<file path="config.mk">
export PLATFORM = sky130hd
export DESIGN_NAME = ysyx_24080006_icache_ctrl
export DESIGN_NICKNAME = d
export VERILOG_FILES = /design/src/rtl/ysyx_24080006_icache_ctrl.sv
export SDC_FILE = /design/constraint.sdc
export NUM_CORES = 1
export LEC_CHECK = 0
export BUFFER_PORTS_ARGS = -buffer_cell sky130_fd_sc_hd__buf_2
export CAP_MARGIN = 0
export CELL_PAD_IN_SITES_DETAIL_PLACEMENT = 2
export CELL_PAD_IN_SITES_GLOBAL_PLACEMENT = 2
export CORE_MARGIN = 2
export CORE_UTILIZATION = 28
export DETAILED_ROUTE_END_ITERATION = 16
export PLACE_DENSITY_LB_ADDON = 0.1
export SLEW_MARGIN = 40
export SYNTH_ARGS = -nofsm -noshare
export SYNTH_HDL_FRONTEND = slang
export SYNTH_SLANG_ARGS = --single-unit
</file>
<file path="constraint.sdc">
create_clock -name clock -period 2.19 [get_ports clock]
set_clock_uncertainty 0.2 [all_clocks]
set_input_delay 0.3285 -clock clock [delete_from_list [all_inputs] [get_ports clock]]
set_output_delay 0.3285 -clock clock [all_outputs]
set_load 0.01 [all_outputs]
</file>
<file path="src/rtl/ysyx_24080006_icache_ctrl.sv">
// Direct-mapped I-cache controller: SRAM lookup, single-burst AXI line refill, and fence.i index walk.
// Optional hit/miss counters (perf_hit/perf_miss) are enabled by defining ICACHE_PERF_EN.
module ysyx_24080006_icache_ctrl #(
    parameter  int IC_N       = 4,
    parameter  int LINE_WORDS = 4,
    localparam int OFS        = $clog2(LINE_WORDS * 4),
    localparam int TAG_W      = 32 - IC_N - OFS,
    localparam int ENT_W      = 1 + TAG_W + 32 * LINE_WORDS
) (
    input  logic             clock,
    input  logic             reset,
    input  logic             req_valid,
    output logic             req_ready,
    input  logic [31:0]      req_addr,
    output logic             resp_valid,
    input  logic             resp_ready,
    output logic [31:0]      resp_data,
    output logic             resp_err,
    input  logic             flush,
    output logic             flush_done,
    output logic [IC_N-1:0]  ic_index,
    input  logic [ENT_W-1:0] ic_rdata,
    output logic             ic_we,
    output logic [ENT_W-1:0] ic_wdata,
    output logic             arvalid,
    input  logic             arready,
    output logic [31:0]      araddr,
    output logic [7:0]       arlen,
    output logic [2:0]       arsize,
    output logic [1:0]       arburst,
    input  logic             rvalid,
    output logic             rready,
    input  logic [31:0]      rdata,
    input  logic [1:0]       rresp,
    input  logic             rlast
`ifdef ICACHE_PERF_EN
    ,
    output logic [31:0]      perf_hit,
    output logic [31:0]      perf_miss
`endif
);
    localparam int WW = $clog2(LINE_WORDS);

    typedef enum logic [2:0] {S_IDLE, S_LOOKUP, S_AR, S_R, S_FILL, S_RESP, S_FLUSH} state_e;

    state_e                       state_q, state_d;
    logic [31:0]                  addr_q, addr_d;
    logic [LINE_WORDS-1:0][31:0]  line_q, line_d;
    logic [WW-1:0]                cnt_q, cnt_d;
    logic [IC_N-1:0]              fcnt_q, fcnt_d;
    logic                         err_q, err_d;
    logic                         pend_q, pend_d;
    logic [31:0]                  rsp_data_q, rsp_data_d;
    logic                         rsp_err_q, rsp_err_d;
    logic                         done_q, done_d;

    logic [TAG_W-1:0]             addr_tag;
    logic [IC_N-1:0]              addr_idx;
    logic [WW-1:0]                addr_word;
    logic [LINE_WORDS-1:0][31:0]  sram_line;
    logic                         hit;
    logic [1:0]                   unused_addr;

    assign addr_tag    = addr_q[31 -: TAG_W];
    assign addr_idx    = addr_q[OFS +: IC_N];
    assign addr_word   = addr_q[OFS-1:2];
    assign unused_addr = addr_q[1:0];
    assign sram_line   = ic_rdata[32*LINE_WORDS-1:0];
    assign hit         = ic_rdata[ENT_W-1] && (ic_rdata[32*LINE_WORDS +: TAG_W] == addr_tag);

    assign resp_data  = rsp_data_q;
    assign resp_err   = rsp_err_q;
    assign flush_done = done_q;

    always_comb begin
        state_d    = state_q;
        addr_d     = addr_q;
        line_d     = line_q;
        cnt_d      = cnt_q;
        fcnt_d     = fcnt_q;
        err_d      = err_q;
        pend_d     = pend_q | (flush && state_q != S_IDLE);
        rsp_data_d = rsp_data_q;
        rsp_err_d  = rsp_err_q;
        done_d     = 1'b0;
        req_ready  = 1'b0;
        resp_valid = 1'b0;
        ic_we      = 1'b0;
        ic_wdata   = '0;
        ic_index   = '0;
        arvalid    = 1'b0;
        araddr     = '0;
        arlen      = '0;
        arsize     = '0;
        arburst    = '0;
        rready     = 1'b0;
        case (state_q)
            S_IDLE: begin
                // A pending or fresh fence.i blocks new fetches until the walk is done.
                if (flush || pend_q) begin
                    state_d = S_FLUSH;
                    pend_d  = 1'b0;
                    fcnt_d  = '0;
                end else begin
                    req_ready = reset;
                    if (req_valid) begin
                        addr_d  = req_addr;
                        state_d = S_LOOKUP;
                    end
                end
            end
            S_LOOKUP: begin
                ic_index = addr_idx;
                if (hit) begin
                    rsp_data_d = sram_line[addr_word];
                    rsp_err_d  = 1'b0;
                    state_d    = S_RESP;
                end else begin
                    state_d = S_AR;
                end
            end
            S_AR: begin
                arvalid = 1'b1;
                araddr  = {addr_q[31:OFS], {OFS{1'b0}}};
                arlen   = 8'(LINE_WORDS - 1);
                arsize  = 3'b010;
                arburst = 2'b01;
                if (arready) begin
                    state_d = S_R;
                    cnt_d   = '0;
                    err_d   = 1'b0;
                end
            end
            S_R: begin
                rready = 1'b1;
                if (rvalid) begin
                    line_d[cnt_q] = rdata;
                    cnt_d         = cnt_q + 1'b1;
                    if (rresp != 2'b00) err_d = 1'b1;
                    if (rlast) begin
                        // A faulty line is never installed; the fetch just reports the error.
                        if (err_q || rresp != 2'b00) begin
                            rsp_data_d = '0;
                            rsp_err_d  = 1'b1;
                            state_d    = S_RESP;
                        end else begin
                            state_d = S_FILL;
                        end
                    end
                end
            end
            S_FILL: begin
                ic_we      = 1'b1;
                ic_index   = addr_idx;
                ic_wdata   = {1'b1, addr_tag, line_q};
                rsp_data_d = line_q[addr_word];
                rsp_err_d  = 1'b0;
                state_d    = S_RESP;
            end
            S_RESP: begin
                resp_valid = 1'b1;
                if (resp_ready) state_d = S_IDLE;
            end
            S_FLUSH: begin
                ic_we    = 1'b1;
                ic_index = fcnt_q;
                fcnt_d   = fcnt_q + 1'b1;
                if (fcnt_q == '1) begin
                    done_d  = 1'b1;
                    state_d = S_IDLE;
                end
            end
            default: state_d = S_IDLE;
        endcase
    end

    always_ff @(posedge clock or negedge reset) begin
        if (!reset) begin
            state_q    <= S_IDLE;
            addr_q     <= '0;
            line_q     <= '0;
            cnt_q      <= '0;
            fcnt_q     <= '0;
            err_q      <= 1'b0;
            pend_q     <= 1'b0;
            rsp_data_q <= '0;
            rsp_err_q  <= 1'b0;
            done_q     <= 1'b0;
        end else begin
            state_q    <= state_d;
            addr_q     <= addr_d;
            line_q     <= line_d;
            cnt_q      <= cnt_d;
            fcnt_q     <= fcnt_d;
            err_q      <= err_d;
            pend_q     <= pend_d;
            rsp_data_q <= rsp_data_d;
            rsp_err_q  <= rsp_err_d;
            done_q     <= done_d;
        end
    end

`ifdef ICACHE_PERF_EN
    logic [31:0] perf_hit_q, perf_miss_q;

    always_ff @(posedge clock or negedge reset) begin
        if (!reset) begin
            perf_hit_q  <= '0;
            perf_miss_q <= '0;
        end else if (state_q == S_LOOKUP) begin
            if (hit) begin
                if (perf_hit_q != '1) perf_hit_q <= perf_hit_q + 32'd1;
            end else begin
                if (perf_miss_q != '1) perf_miss_q <= perf_miss_q + 32'd1;
            end
        end
    end

    assign perf_hit  = perf_hit_q;
    assign perf_miss = perf_miss_q;
`endif

endmodule
</file>
==> results.sh <==
export IMPL_status="finished, violations left"
export IMPL_violations="negative setup slack"
export IMPL_avgSynthCellArea_sq_um=12.8
export IMPL_powerDensity_nw_per_um2=1260
export IMPL_relSlewSlack=0.607
export IMPL_synth_cells=884
export IMPL_grt_ovfl_total=0
export IMPL_dieArea_sq_um=42200
export IMPL_cpMostUsedCell="nand4_1"
export IMPL_cts_tree="yes"
export IMPL_finalMaxSlewViolations=0
export IMPL_area_growth_pct=72.4
export IMPL_drc_errors=0
export IMPL_clk_pin_slew_ps=60
export IMPL_wire_per_inst_um=25.9
export IMPL_placedCellCount=1869
export IMPL_worstSetupPathType="reg -> reg"
export IMPL_die_y_um=205
export IMPL_routed_wirelength_um=53700
export IMPL_dpl_cell_area_sq_um=14800
export IMPL_worstReg2RegEnd="resp_data[5]$_DFFE_PN0P_"
export IMPL_worstReg2RegStart="addr_q[22]$_DFFE_PN0P_"
export IMPL_regToRegSetupSlack_ps=-470
export IMPL_grt_pass1_wl_um=70400
export IMPL_hold_class="in -> async"
export IMPL_p_total_w=0.0247
export IMPL_drtAntennaViolNets=0
export IMPL_vias_per_cell=4.83
export IMPL_period_share=1.22
export IMPL_p_seq_frac=0.246
export IMPL_drt_pass1_iter_count=4
export IMPL_start_util=0.284
export IMPL_pwr_share_clk=0.178
export IMPL_async_flop_share=1.00
export IMPL_rows=73
export IMPL_ys_seq_elements=203
export IMPL_hpwl_um=31900
export IMPL_seq_area_frac_synth=0.448
export IMPL_rsz0062_at_grt="true"
export IMPL_io_buffers=452
export IMPL_power_frac_comb=0.576
export IMPL_cp_top_family="simple AND/OR/NAND/NOR gates"
export IMPL_final_hold_viol_count=0
export IMPL_cts_buffer_depth=3
export IMPL_final_area_sq_um=19600
export IMPL_layout_commonest_cell="buf_2"
export IMPL_fillers=3870
export IMPL_vdd_drop_max_mv=0.544
export IMPL_final_cell_mix="buf_2, dfrtp_1, buf_6, and2_4, mux2_2"
export IMPL_place_gp_congestion=0.714
export IMPL_netlist_area_sq_um=11400
export IMPL_grt_usage=0.221
export IMPL_critPathLaunchType="flip-flop"
export IMPL_worst_path_buf_inv=3
export IMPL_timing_worst_slew_pin_value_ps=589
export IMPL_cts_sinks=203
export IMPL_finalNetCount=1754
export IMPL_leakagePower_nw=9.58
export IMPL_period_needed_ps=2660
export IMPL_die_x_um=205
export IMPL_cp_end_kind="flip-flop"
export IMPL_drt_iter0_markers=281
export IMPL_worst_r2r_path_depth=9
export IMPL_critPathArrivalTime_ps=2880
export IMPL_numCtsBuffers=27
export IMPL_setup_ws_ps=-474
export IMPL_required_ps=2400
export IMPL_crit_chain="xnor2_1 -> nand4_1 -> nor4_2 -> nand4_1 -> buf_4 -> o21ai_4 -> buf_6 -> buf_12 -> mux2_4"
export IMPL_drv_cap=0
export IMPL_worst_path_stages=9
export IMPL_via_count=10000
export IMPL_slowest_stage="dfrtp_1"
export IMPL_core_sq_um=39900
export IMPL_antenna_found_initial=4
export IMPL_yosysWarnings=0
export IMPL_p_sw_w=0.00882
export IMPL_drive_gt1_frac=0.718
export IMPL_io_pins=468
export IMPL_tns_ps=-73860
export IMPL_yosys_cell_types_count=43
export IMPL_synth_edf_count=0
export IMPL_max_freq_mhz=375
export IMPL_yosys_most_used_dff="dfrtp_1"
export IMPL_switching_share=0.357
export IMPL_crit_fanout=6
export IMPL_fin_cells=2071
export IMPL_slowest_delay_ps=440
export IMPL_insertion_delay_ps=530
export IMPL_setup_viol=227
export IMPL_h_tree_depth=1
export IMPL_grt_max_degree=95
export IMPL_grt_pass1_vias=11100
export IMPL_p_int_w=0.0159
export IMPL_root_buffer="clkbuf_16"
==> synthesized netlist by cell type, drive strengths merged (2+ instances only) <==
cell type | count | share of area
o21ai | 8 | 0.0045
and3 | 3 | 0.0017
a22o | 33 | 0.025
nand3 | 5 | 0.0022
and2 | 183 | 0.10
nand4 | 4 | 0.0022
nor3 | 5 | 0.0022
mux4 | 64 | 0.13
a311oi | 2 | 0.0015
nand2 | 16 | 0.0053
xnor2 | 13 | 0.010
ha | 5 | 0.0055
inv | 4 | 0.0013
mux2 | 190 | 0.19
nor2b | 3 | 0.0017
nor2 | 15 | 0.0050
a21oi | 12 | 0.0053
clkbuf | 37 | 0.012
nor4 | 3 | 0.0017
dfrtp | 203 | 0.45
nand3b | 2 | 0.0013
nand2b | 2 | 0.0011
mux2i | 6 | 0.0053
xor2 | 11 | 0.0085
buf | 43 | 0.024
==> worst register-to-register path, delay by kind of cell, from the launching register on <==
family	cells	cell delay, ps
multiplexers	1	310
XOR/XNOR	1	230
AND/OR/NAND/NOR	3	680
flip-flops	1	440
buffers and inverters	3	490
AO/OA/AOI/OAI	1	190
==> layout make-up <==
class                   instances  area, sq um  share of cell area
multi-input cells             609         6560               0.335
repair buffers                677         6360               0.325
flip-flops and latches        203         5090               0.260
clock buffers                  41          808              0.0413
well taps                     525          657              0.0336
clock inverters                 8         67.6             0.00345
inverters                       4         15.0            0.000767
diodes                          4         10.0            0.000512
==> metal layers <==
| metal | vias up | global-route usage | wire length [um] |
|---|---|---|---|
| met3 | 63 | 0.0599 | 4000 |
| met5 | - | 0 | 0 |
| met1 | 5127 | 0.263 | 20400 |
| met2 | 361 | 0.398 | 27900 |
| li1 | 4449 | - | - |
| met4 | 0 | 0.0447 | 1450 |
==> cells by family after synthesis <==
group           Yosys count  share of synthesized area
simple gates            245                      0.128
other cells               1                   0.000330
xor+xnor                 24                     0.0185
mux                     260                      0.321
compound gates           62                     0.0416
fa+ha+maj                 5                    0.00551
buf+inv                  84                     0.0380
flops                   203                      0.448
==> power by group through the flow <==
stage	clock, W	sequential [W]	combinational (W)
6_report	0.00439	0.00608	0.0142
5_1_grt	0.00467	0.00626	0.0151
4_1_cts	0.00450	0.00598	0.0122
2_1_floorplan	0	0.00581	0.00541
3_3_place_gp	0	0.00593	0.00919
3_5_place_dp	0	0.00600	0.00936
==> sequential cells by signal, summed over array words and instances (netlist names), 2 cells and up <==
register / cells
addr_q: 30
line_q: 128
state_q: 3
cnt_q: 2
resp_data: 32
fcnt_q: 4
==> metrics by stage <==
step	hold slack [ps]	setup slack [ps]	util
finish	48.7	-474	0.490
global placement	2.17	-450	0.371
global route	42.4	-606	0.490
detailed placement	2.78	-470	0.371
CTS	33.1	-394	0.445
floorplan	-167	0.306	-
==> repair_timing <==
action,CTS,global route
endpoints found under the hold margin,365,0
buffers inserted,25,33
hold buffers,66,0
pin swaps,27,66
gates cloned,15,22
endpoints found under the setup margin,226,355
resized for setup,209,326
==> how the worst max path moves through the flow <==
stage / start / to / slack (ps)
2_1_floorplan: addr_q[2]$_DFFE_PN0P_ / resp_data[17]$_DFFE_PN0P_ / 0.3
3_3_place_gp: ic_rdata[138] / resp_data[12]$_DFFE_PN0P_ / -450
3_5_place_dp: ic_rdata[148] / resp_data[29]$_DFFE_PN0P_ / -470
4_1_cts: state_q[0]$_DFFE_PN0P_ / ic_wdata[8] / -390
5_1_grt: addr_q[22]$_DFFE_PN0P_ / resp_data[18]$_DFFE_PN0P_ / -610
6_report: addr_q[22]$_DFFE_PN0P_ / resp_data[5]$_DFFE_PN0P_ / -470
(Power assumes the default switching activity.)
